### src/rtl/powlib_busrrarb_pkg.sv
// Shared definitions for the round-robin bus arbiter: FSM state encoding and
// a width helper used by the interface, the picker and the top.
package powlib_busrrarb_pkg;

  typedef enum logic {
    IDLE = 1'b0,
    HOLD = 1'b1
  } state_t;

  // ceil(log2(n)) with a floor of 1 so single-entry counters still get a bit
  function automatic int clog2_min1(input int n);
    int r;
    r = 0;
    for (int i = 0; i < 31; i++) begin
      if ((1 << i) < n) r = i + 1;
    end
    return (r < 1) ? 1 : r;
  endfunction

endpackage

### src/rtl/powlib_busrrarb_if.sv
// Requester-side and sink-side bus channels of the arbiter plus its debug view.
interface powlib_busrrarb_if
  import powlib_busrrarb_pkg::*;
#(
  parameter int B_WRS = 4,
  parameter int B_AW  = 2,
  parameter int B_DW  = 4,
  parameter int MAXB  = 4
) ();

  localparam int PW = clog2_min1(B_WRS);
  localparam int CW = clog2_min1(MAXB);

  // Handshake: a beat moves on a rising edge exactly when valid and ready are
  // both high; valid must not wait on ready, and payload is held while
  // valid && !ready. Dropping valid forfeits an active grant.
  logic [B_WRS*B_DW-1:0] wrdatas;
  logic [B_WRS*B_AW-1:0] wraddrs;
  logic [B_WRS-1:0]      wrvlds;
  logic [B_WRS-1:0]      wrrdys;
  logic [B_DW-1:0]       rddata;
  logic [B_AW-1:0]       rdaddr;
  logic                  rdvld;
  logic                  rdrdy;
  logic [B_WRS-1:0]      gnt;

  state_t                dbg_state;
  logic [PW-1:0]         dbg_ptr;
  logic [CW-1:0]         dbg_cnt;
  logic                  dbg_viol;

  modport master (
    output wrdatas, wraddrs, wrvlds, rdrdy,
    input  wrrdys, rddata, rdaddr, rdvld, gnt,
    input  dbg_state, dbg_ptr, dbg_cnt, dbg_viol
  );

  modport slave (
    input  wrdatas, wraddrs, wrvlds, rdrdy,
    output wrrdys, rddata, rdaddr, rdvld, gnt,
    output dbg_state, dbg_ptr, dbg_cnt, dbg_viol
  );

endinterface

### src/rtl/powlib_busrrarb_rrpick.sv
// Combinational round-robin pick: first set request at or after ptr, wrapping.
// Rotate right by ptr, priority-encode, rotate back. Assumes ptr < N.
module powlib_busrrarb_rrpick #(
  parameter int N  = 4,
  parameter int PW = 2
) (
  input  logic [N-1:0]  req,
  input  logic [PW-1:0] ptr,
  output logic [N-1:0]  pick
);

  logic [2*N-1:0] dbl_req;
  logic [2*N-1:0] dbl_pick;
  logic [N-1:0]   rot;
  logic [N-1:0]   rot_pick;
  logic           found;

  always_comb begin
    dbl_req  = {req, req} >> ptr;
    rot      = dbl_req[N-1:0];
    rot_pick = '0;
    found    = 1'b0;
    for (int i = 0; i < N; i++) begin
      if (rot[i] && !found) begin
        rot_pick[i] = 1'b1;
        found       = 1'b1;
      end
    end
    dbl_pick = {rot_pick, rot_pick} << ptr;
    pick     = dbl_pick[2*N-1:N];
  end

endmodule

### src/rtl/powlib_busrrarb.sv
// Round-robin arbiter: one requester owns the output register for up to MAXB
// beats, then priority rotates to the channel after it.
module powlib_busrrarb
  import powlib_busrrarb_pkg::*;
#(
  parameter int B_WRS = 4,
  parameter int B_AW  = 2,
  parameter int B_DW  = 4,
  parameter int MAXB  = 4,
  parameter     ID    = "RRARB",
  parameter int EDBG  = 0
) (
  input  logic              clk,
  input  logic              rst,
  powlib_busrrarb_if.slave  bus
);

  localparam int PW = clog2_min1(B_WRS);
  localparam int CW = clog2_min1(MAXB);

  state_t           state;
  logic [B_WRS-1:0] gnt;
  logic [PW-1:0]    ptr;
  logic [CW-1:0]    cnt;
  logic             rdvld;
  logic [B_DW-1:0]  rddata;
  logic [B_AW-1:0]  rdaddr;

  logic [B_WRS-1:0] pick;
  logic [B_WRS-1:0] wrrdys;
  logic [PW-1:0]    g_idx;
  logic [PW-1:0]    nxt_ptr;
  logic [B_DW-1:0]  sel_data;
  logic [B_AW-1:0]  sel_addr;
  logic             out_free;
  logic             g_vld;
  logic             beat;
  logic             last;
  logic             release_g;

  powlib_busrrarb_rrpick #(
    .N  (B_WRS),
    .PW (PW)
  ) u_pick (
    .req  (bus.wrvlds),
    .ptr  (ptr),
    .pick (pick)
  );

  // AND-OR grant mux; gnt is one-hot or zero so at most one term contributes
  always_comb begin
    sel_data = '0;
    sel_addr = '0;
    g_idx    = '0;
    for (int i = 0; i < B_WRS; i++) begin
      sel_data = sel_data | (bus.wrdatas[i*B_DW +: B_DW] & {B_DW{gnt[i]}});
      sel_addr = sel_addr | (bus.wraddrs[i*B_AW +: B_AW] & {B_AW{gnt[i]}});
      g_idx    = g_idx | (gnt[i] ? PW'(i) : '0);
    end
  end

  always_comb begin
    out_free  = !rdvld || bus.rdrdy;
    wrrdys    = (state == HOLD && out_free) ? gnt : '0;
    g_vld     = |(bus.wrvlds & gnt);
    beat      = |(bus.wrvlds & wrrdys);
    last      = (cnt == CW'(MAXB - 1));
    release_g = (beat && last) || !g_vld;
    nxt_ptr   = (g_idx == PW'(B_WRS - 1)) ? '0 : g_idx + 1'b1;
  end

  always_ff @(posedge clk or negedge rst) begin
    if (!rst) begin
      state <= IDLE;
      gnt   <= '0;
      ptr   <= '0;
      cnt   <= '0;
      rdvld <= 1'b0;
    end else begin
      // output register drains on its own, independent of grant release
      if (beat)                    rdvld <= 1'b1;
      else if (rdvld && bus.rdrdy) rdvld <= 1'b0;

      case (state)
        IDLE: begin
          if (|bus.wrvlds) begin
            gnt   <= pick;
            cnt   <= '0;
            state <= HOLD;
          end
        end
        HOLD: begin
          if (release_g) begin
            gnt   <= '0;
            cnt   <= '0;
            ptr   <= nxt_ptr;
            state <= IDLE;
          end else if (beat) begin
            cnt <= cnt + 1'b1;
          end
        end
        default: state <= IDLE;
      endcase
    end
  end

  // payload is a don't-care until rdvld, so it carries no reset
  always_ff @(posedge clk) begin
    if (beat) begin
      rddata <= sel_data;
      rdaddr <= sel_addr;
    end
  end

  // Optional watch for a requester changing payload while stalled
  if (EDBG != 0 && $bits(ID) > 0) begin : g_viol
    logic            stall_q;
    logic [B_DW-1:0] data_q;
    logic [B_AW-1:0] addr_q;

    always_ff @(posedge clk or negedge rst) begin
      if (!rst) stall_q <= 1'b0;
      else      stall_q <= (state == HOLD) && g_vld && !out_free;
    end

    always_ff @(posedge clk) begin
      data_q <= sel_data;
      addr_q <= sel_addr;
    end

    assign bus.dbg_viol = stall_q && g_vld && (sel_data != data_q || sel_addr != addr_q);
  end else begin : g_noviol
    assign bus.dbg_viol = 1'b0;
  end

  assign bus.wrrdys    = wrrdys;
  assign bus.rddata    = rddata;
  assign bus.rdaddr    = rdaddr;
  assign bus.rdvld     = rdvld;
  assign bus.gnt       = gnt;
  assign bus.dbg_state = state;
  assign bus.dbg_ptr   = ptr;
  assign bus.dbg_cnt   = cnt;

endmodule

### src/flat_wrapper.sv
// flat-port wrapper written by rule: the top's interface ports become plain ports
module powlib_busrrarb_flat import powlib_busrrarb_pkg::*;
#(
  parameter int B_WRS = 4,
  parameter int B_AW  = 2,
  parameter int B_DW  = 4,
  parameter int MAXB  = 4,
  parameter     ID    = "     ",
  parameter int EDBG  = 0
)
  (clk, rst, bus_wrdatas, bus_wraddrs, bus_wrvlds, bus_rdrdy, bus_wrrdys, bus_rddata, bus_rdaddr, bus_rdvld, bus_gnt, bus_dbg_state, bus_dbg_ptr, bus_dbg_cnt, bus_dbg_viol);
  powlib_busrrarb_if #(.B_WRS(B_WRS), .B_AW(B_AW), .B_DW(B_DW), .MAXB(MAXB)) bus_i ();
  input  logic clk;
  input  logic rst;
  input wire logic [$bits(bus_i.wrdatas)-1:0] bus_wrdatas;
  input wire logic [$bits(bus_i.wraddrs)-1:0] bus_wraddrs;
  input wire logic [$bits(bus_i.wrvlds)-1:0] bus_wrvlds;
  input wire logic [$bits(bus_i.rdrdy)-1:0] bus_rdrdy;
  output wire logic [$bits(bus_i.wrrdys)-1:0] bus_wrrdys;
  output wire logic [$bits(bus_i.rddata)-1:0] bus_rddata;
  output wire logic [$bits(bus_i.rdaddr)-1:0] bus_rdaddr;
  output wire logic [$bits(bus_i.rdvld)-1:0] bus_rdvld;
  output wire logic [$bits(bus_i.gnt)-1:0] bus_gnt;
  output wire logic [$bits(bus_i.dbg_state)-1:0] bus_dbg_state;
  output wire logic [$bits(bus_i.dbg_ptr)-1:0] bus_dbg_ptr;
  output wire logic [$bits(bus_i.dbg_cnt)-1:0] bus_dbg_cnt;
  output wire logic [$bits(bus_i.dbg_viol)-1:0] bus_dbg_viol;
  assign bus_i.wrdatas = bus_wrdatas;
  assign bus_i.wraddrs = bus_wraddrs;
  assign bus_i.wrvlds = bus_wrvlds;
  assign bus_i.rdrdy = bus_rdrdy;
  assign bus_wrrdys = bus_i.wrrdys;
  assign bus_rddata = bus_i.rddata;
  assign bus_rdaddr = bus_i.rdaddr;
  assign bus_rdvld = bus_i.rdvld;
  assign bus_gnt = bus_i.gnt;
  assign bus_dbg_state = bus_i.dbg_state;
  assign bus_dbg_ptr = bus_i.dbg_ptr;
  assign bus_dbg_cnt = bus_i.dbg_cnt;
  assign bus_dbg_viol = bus_i.dbg_viol;
  powlib_busrrarb #(.B_WRS(B_WRS), .B_AW(B_AW), .B_DW(B_DW), .MAXB(MAXB), .ID(ID), .EDBG(EDBG)) u_core (.clk(clk), .rst(rst), .bus(bus_i));
endmodule
### config.mk
export PLATFORM = sky130hd
export DESIGN_NAME = powlib_busrrarb_flat
export DESIGN_NICKNAME = d
export VERILOG_FILES = /design/src/rtl/powlib_busrrarb_pkg.sv /design/src/rtl/powlib_busrrarb_if.sv /design/src/rtl/powlib_busrrarb_rrpick.sv /design/src/rtl/powlib_busrrarb.sv /design/src/flat_wrapper.sv
export SDC_FILE = /design/constraint.sdc
export NUM_CORES = 1
export LEC_CHECK = 0
export ABC_CLOCK_PERIOD_IN_PS = 1800
export CAP_MARGIN = 10
export CORE_MARGIN = 2
export CORE_UTILIZATION = 39
export DETAILED_ROUTE_END_ITERATION = 7
export GPL_TIMING_DRIVEN = 0
export PLACE_DENSITY = 0.86
export RECOVER_POWER = 25
export SLEW_MARGIN = 20
export SYNTH_ARGS = -nofsm -noshare
export SYNTH_HDL_FRONTEND = slang
export SYNTH_SLANG_ARGS = --single-unit
### constraint.sdc
create_clock -name clk -period 1.8 [get_ports clk]
set_input_delay 0.36 -clock clk [delete_from_list [all_inputs] [get_ports clk]]
set_output_delay 0.36 -clock clk [all_outputs]
set_load 0.05 [all_outputs]
## Yosys cells after proc, flatten, opt, wreduce, memory -nomap -nowiden

Index checks and enable logic that the tools add are counted.

| operators by class | value |
|---|---|
| equality and inequality tests | 5 |
| bitwise operators | 19 |
| mux-type cells | 23 |
| $add $sub $neg | 2 |
| shift operators | 2 |
| reduce and logical (&&, ||, !) cells | 20 |

Operators with widths:

| kind | number |
|---|---|
| $and 4x4->4 | 6 |
| $mux 2 | 6 |
| $mux 4 | 3 |
| $or 4x4->4 | 3 |
| $reduce_or 4->1 | 3 |
| $mux 1 | 11 |
| $or 2x2->2 | 5 |
| $and 2x2->2 | 4 |
| $pmux 4 s2 | 1 |
| $shl 8x2->8 | 1 |
| $shr 8x2->4 | 1 |
| $logic_and 1x1->1 | 6 |
| $reduce_and 2->1 | 3 |
| $logic_not 1->1 | 5 |
| $add 2x1->2 const B | 2 |
| $eq 2x2->1 const B | 2 |
| $pmux 2 s2 | 1 |
| $ne 3x3->1 const B | 1 |
| $logic_or 1x1->1 | 2 |
| $ne 2x1->1 const B | 1 |
| $ne 2x2->1 const B | 1 |
| $pmux 1 s2 | 1 |
| $reduce_bool 2->1 | 1 |
| $not 1->1 | 1 |

| storage, ports and cells | value |
|---|---|
| bits in registers | 16 |
| input bits | 31 |
| logic and storage cells | 78 |
| output and inout port bits | 21 |

## Longest topological paths before layout

| logic depth | value |
|---|---|
| depth after elaboration | 14 |
| depth in mapped cells | 5 |

## Cells and area by module

A second synthesis with hierarchy kept.

| second synthesis, totals | value |
|---|---|
| cells, all modules | 92 |
| area, all modules | 939.7 µm² |

By module, submodules not included:

| module | cells each | instances | seq. area each (µm²) | area each (µm²) |
|---|---|---|---|---|
| powlib_busrrarb | 74 | 1 | 430.4 | 837.1 |
| powlib_busrrarb_rrpick | 18 | 1 | 0.0 | 102.6 |

## Worst setup path after synthesis

No wires, ideal clock.

| path | value |
|---|---|
| path type | reg-to-output |
| start point | register u_core.state, in the netlist u_core.bus.dbg_state |
| end point | output bus_wrrdys[0] |
| required time | 1.440 ns |
| path buffers | 1 |
| slack | -0.080 ns |
| data arrival time | 1.520 ns |
| stages on the path, launching flop included | 3 |
| path through | dfrtp_1 clkbuf_1 and3_1 |

| on the way | value |
|---|---|
| word-level cells in the longest chain between the ends | 2 |

Ends and longest elaborated chain:

| item | RTL line | RTL |
|---|---|---|
| start, declared | powlib_busrrarb.sv:21 | `state_t state;` |
| start signal, assigned | powlib_busrrarb.sv:74 | `state <= IDLE;` |
| start signal, assigned | powlib_busrrarb.sv:89 | `state <= HOLD;` |
| start signal, assigned | powlib_busrrarb.sv:97 | `state <= IDLE;` |
| $logic_and 1x1->1 | powlib_busrrarb.sv:64 | `wrrdys = (state == HOLD && out_free) ? gnt : '0;` |
| $mux 4 | powlib_busrrarb.sv:64 |  |
| end, declared | flat_wrapper.sv:19 | `output wire logic [$bits(bus_i.wrrdys)-1:0] bus_wrrdys;` |

No other way between the ends.

## Worst setup path in the final report

| path | value |
|---|---|
| start point | input bus_rdrdy |
| end point | output bus_wrrdys[3] |

| on the way | value |
|---|---|
| word-level cells in the longest chain between the ends | 3 |

Ends and longest elaborated chain:

| item | RTL line | RTL |
|---|---|---|
| start, declared | flat_wrapper.sv:18 | `input wire logic [$bits(bus_i.rdrdy)-1:0] bus_rdrdy;` |
| $logic_or 1x1->1 | powlib_busrrarb.sv:63 | `out_free = !rdvld \|\| bus.rdrdy;` |
| $logic_and 1x1->1 | powlib_busrrarb.sv:64 |  |
| $mux 4 | powlib_busrrarb.sv:64 |  |

No other way between the ends.

==> metrics.csv <==
metric;value;unit
pwr-share-comb;0.641;
arrival;1430;ps
post_synth_num_cell_types;37;
num_rows;18;
slew_violations;0;
slew_headroom;0.665;
synth_common_cells;nand2_1, a22oi_1, dfrtp_1, a21oi_1, edfxtp_1;
grt_pass1_wl;4190;µm
cpLargestDelayFamily;buffers and inverters;
crit_slowest_cell;clkdlybuf4s50_1;
worst_ep_required_time;1440;ps
nFillCells;214;
swShare;0.502;
power;2.32;mW
insertion_delay;290;ps
skew;8.65;ps
leakage;0.772;nW
ant_nets;0;
clockRootBuffer;clkbuf_4;
timing.final.crit_period;1790;ps
yosysMostFrequentCell;nand2_1;
syn_inst;99;
cts_max_path_buffers;2;
power.share.clock;0.087;
vias_per_cell;5.46;
num_io_pins;52;
n_antenna_cell;0;
dr.pass1.iters;4;
path_buf_inv;3;
synth_area_leaders;dfrtp_1, edfxtp_1, a22oi_1;
synth_area;1000;µm²
max_cap_viol_count;0;
multi_input_area;517;µm²
hold_viol;0;
post-route-period-util;0.995;
die_w;54.7;µm
yosys_register_bits;16;
synth.net_count;131;
slowest_delay;400;ps
vias;999;
antenna_found_initial;0;
htree_levels;1;
synth_top_area_cell;dfrtp_1;
cts_hold_buf;0;
drcViolationCount;0;
crit_path_max_fanout;9;
wire_per_inst;15.9;µm
num-nets-final;186;
die_h;54.7;µm
tritoncts;built;
cts_sinks;16;
grt_max_degree;11;
seq_area;432;µm²
drive_above_1_share;0.170;
max_freq;558;MHz
yosysWarnings;0;
fin_tns_setup;0;ps
powerDensity;1470;nW/µm²
status;finished clean;
synth_top_area_frac;0.250;
numCtsBuffers;3;
grt_pass1_vias;901;
setup_viol;0;
critPathLaunchType;primary input;
vdd_ir_drop_max;0.997;mV
finalWirelength;2910;µm
area_delta_synth_final;58.1;%
path_class;in2out;
ys_seq_area_frac;0.429;
grt_use_total;0.203;
worstSetupEndpointType;primary output;
whs;444;ps
avgSynthCellArea;10.1;µm²
async_flop_share;0.625;
seq_power_share;0.272;
clk_pin_slew;100;ps
place_hpwl;2120;µm
power.internal;1.16;mW
worstPathCellList;clkdlybuf4s50_1 -> nand2b_1 -> clkbuf_4 -> and3_2 -> buf_6;
drt_iter0_drc;21;
hold_path.class;in2async;
die-area;2990;µm²
synth_ff_type;dfrtp_1;
tightest_slew;501;ps
gp_congestion;0.839;
power.switching;1.17;mW
initial_utilization;0.408;
synth_edf_count;6;
gr-total-overflow;0;
core_area;2450;µm²
portBuffers;50;
[layout by cell type (no fill, tap or decap), drive strengths merged, types with 2 or more instances in the layout]
| master | Yosys | layout |
|---|---|---|
| clkdlybuf4s50 | 0 | 29 |
| a22oi | 15 | 15 |
| nand2 | 14 | 14 |
| dlygate4sd2 | 0 | 10 |
| dfrtp | 10 | 10 |
| buf | 6 | 9 |
| a21oi | 7 | 7 |
| clkbuf | 2 | 7 |
| dlymetal6s2s | 0 | 6 |
| edfxtp | 6 | 6 |
| and3 | 4 | 4 |
| or2b | 4 | 4 |
| o2bb2ai | 3 | 3 |
| nor2 | 3 | 3 |
| o21ai | 3 | 3 |
| nand2b | 2 | 2 |
| o22ai | 2 | 2 |
| mux2 | 2 | 2 |
| and2 | 2 | 2 |
| and2b | 2 | 2 |
[cell type report]
class,count,share of cell area
Buffer,8,0.0379
Clock buffer,4,0.0166
Inverter,1,0.00237
Multi-Input combinational cell,74,0.326
Sequential cell,16,0.273
Tap cell,30,0.0237
Timing Repair Buffer,50,0.321
[sequential cells by signal, indices dropped and copies added, names as in the netlist]
register              flops
u_core.bus.dbg_cnt        2
u_core.bus.rdaddr         2
u_core.bus.rddata         4
u_core.bus.rdvld          1
u_core.bus.dbg_state      1
u_core.bus.dbg_ptr        2
u_core.bus.gnt            4
[worst paths after layout]
check	startpoint	to	slack (ps)	cells past startpoint
hold reg to reg	u_core.bus.dbg_cnt[0]	u_core.bus.dbg_cnt[0]	590	2
max in group asynchronous	rst	u_core.bus.dbg_state	1010	1
hold / removal	rst	u_core.bus.dbg_cnt[1]	440	1
setup reg to reg	u_core.bus.dbg_cnt[0]	u_core.bus.dbg_ptr[0]	320	4
min in group clk	u_core.bus.dbg_cnt[0]	u_core.bus.dbg_cnt[0]	590	2
setup / recovery	bus_rdrdy	bus_wrrdys[3]	9	5
[power by group through the flow]
stage               clock (mW)  combinational (mW)  sequential (mW)
global placement             0                1.49            0.637
floorplan                    0               0.644             1.03
global route             0.222                1.58            0.653
CTS                      0.209                1.46            0.633
detailed placement           0                1.51            0.643
finish                   0.202                1.49            0.633
[worst reg2reg max path: stages (launching register included)]
cell and delay (ps):
dfrtp_1 420, ha_1 240, and2_1 170, o21ai_2 190, mux2_1 340
[logic make-up (layout without fill, tap and decap cells)]
family                   count (synthesis)  in the layout  share of synthesized area
AO/OA/AOI/OAI                           35             35                      0.273
XOR/XNOR                                 1              1                    0.00874
adder cells (fa/ha/maj)                  1              1                     0.0125
buffers and inverters                    9             63                     0.0587
flip-flops                              16             16                      0.429
multiplexers                             2              2                     0.0225
other                                    1              1                    0.00374
AND/OR/NAND/NOR                         34             34                      0.191
[per-layer routing]
metal  global-route usage  vias up  part of all wire
met3               0.0301        4             0.077
met2                0.355       50              0.52
li1                     -      474                 -
met5                    0        -                 0
met4               0.0708        0            0.0096
met1                0.250      471              0.39
[through the flow]
stage | setup slack, ps | std cells | util | instance area (µm²)
2_1_floorplan | 68.6 | 99 | - | 1000
3_3_place_gp | -597 | 179 | 0.628 | 1540
3_5_place_dp | -598 | 179 | 0.628 | 1540
4_1_cts | 2.20 | 183 | 0.631 | 1550
5_1_grt | -7.10 | 183 | 0.645 | 1580
6_report | 8.90 | 183 | 0.645 | 1580
[what timing repair did]
action | CTS | global route
hold endpoints to repair | 0 | 0
resized for setup | 36 | 12
pin swaps | 0 | 0
buffers inserted | 0 | 0
endpoints found under the setup margin | 14 | 16
(Power assumes the default switching activity.)
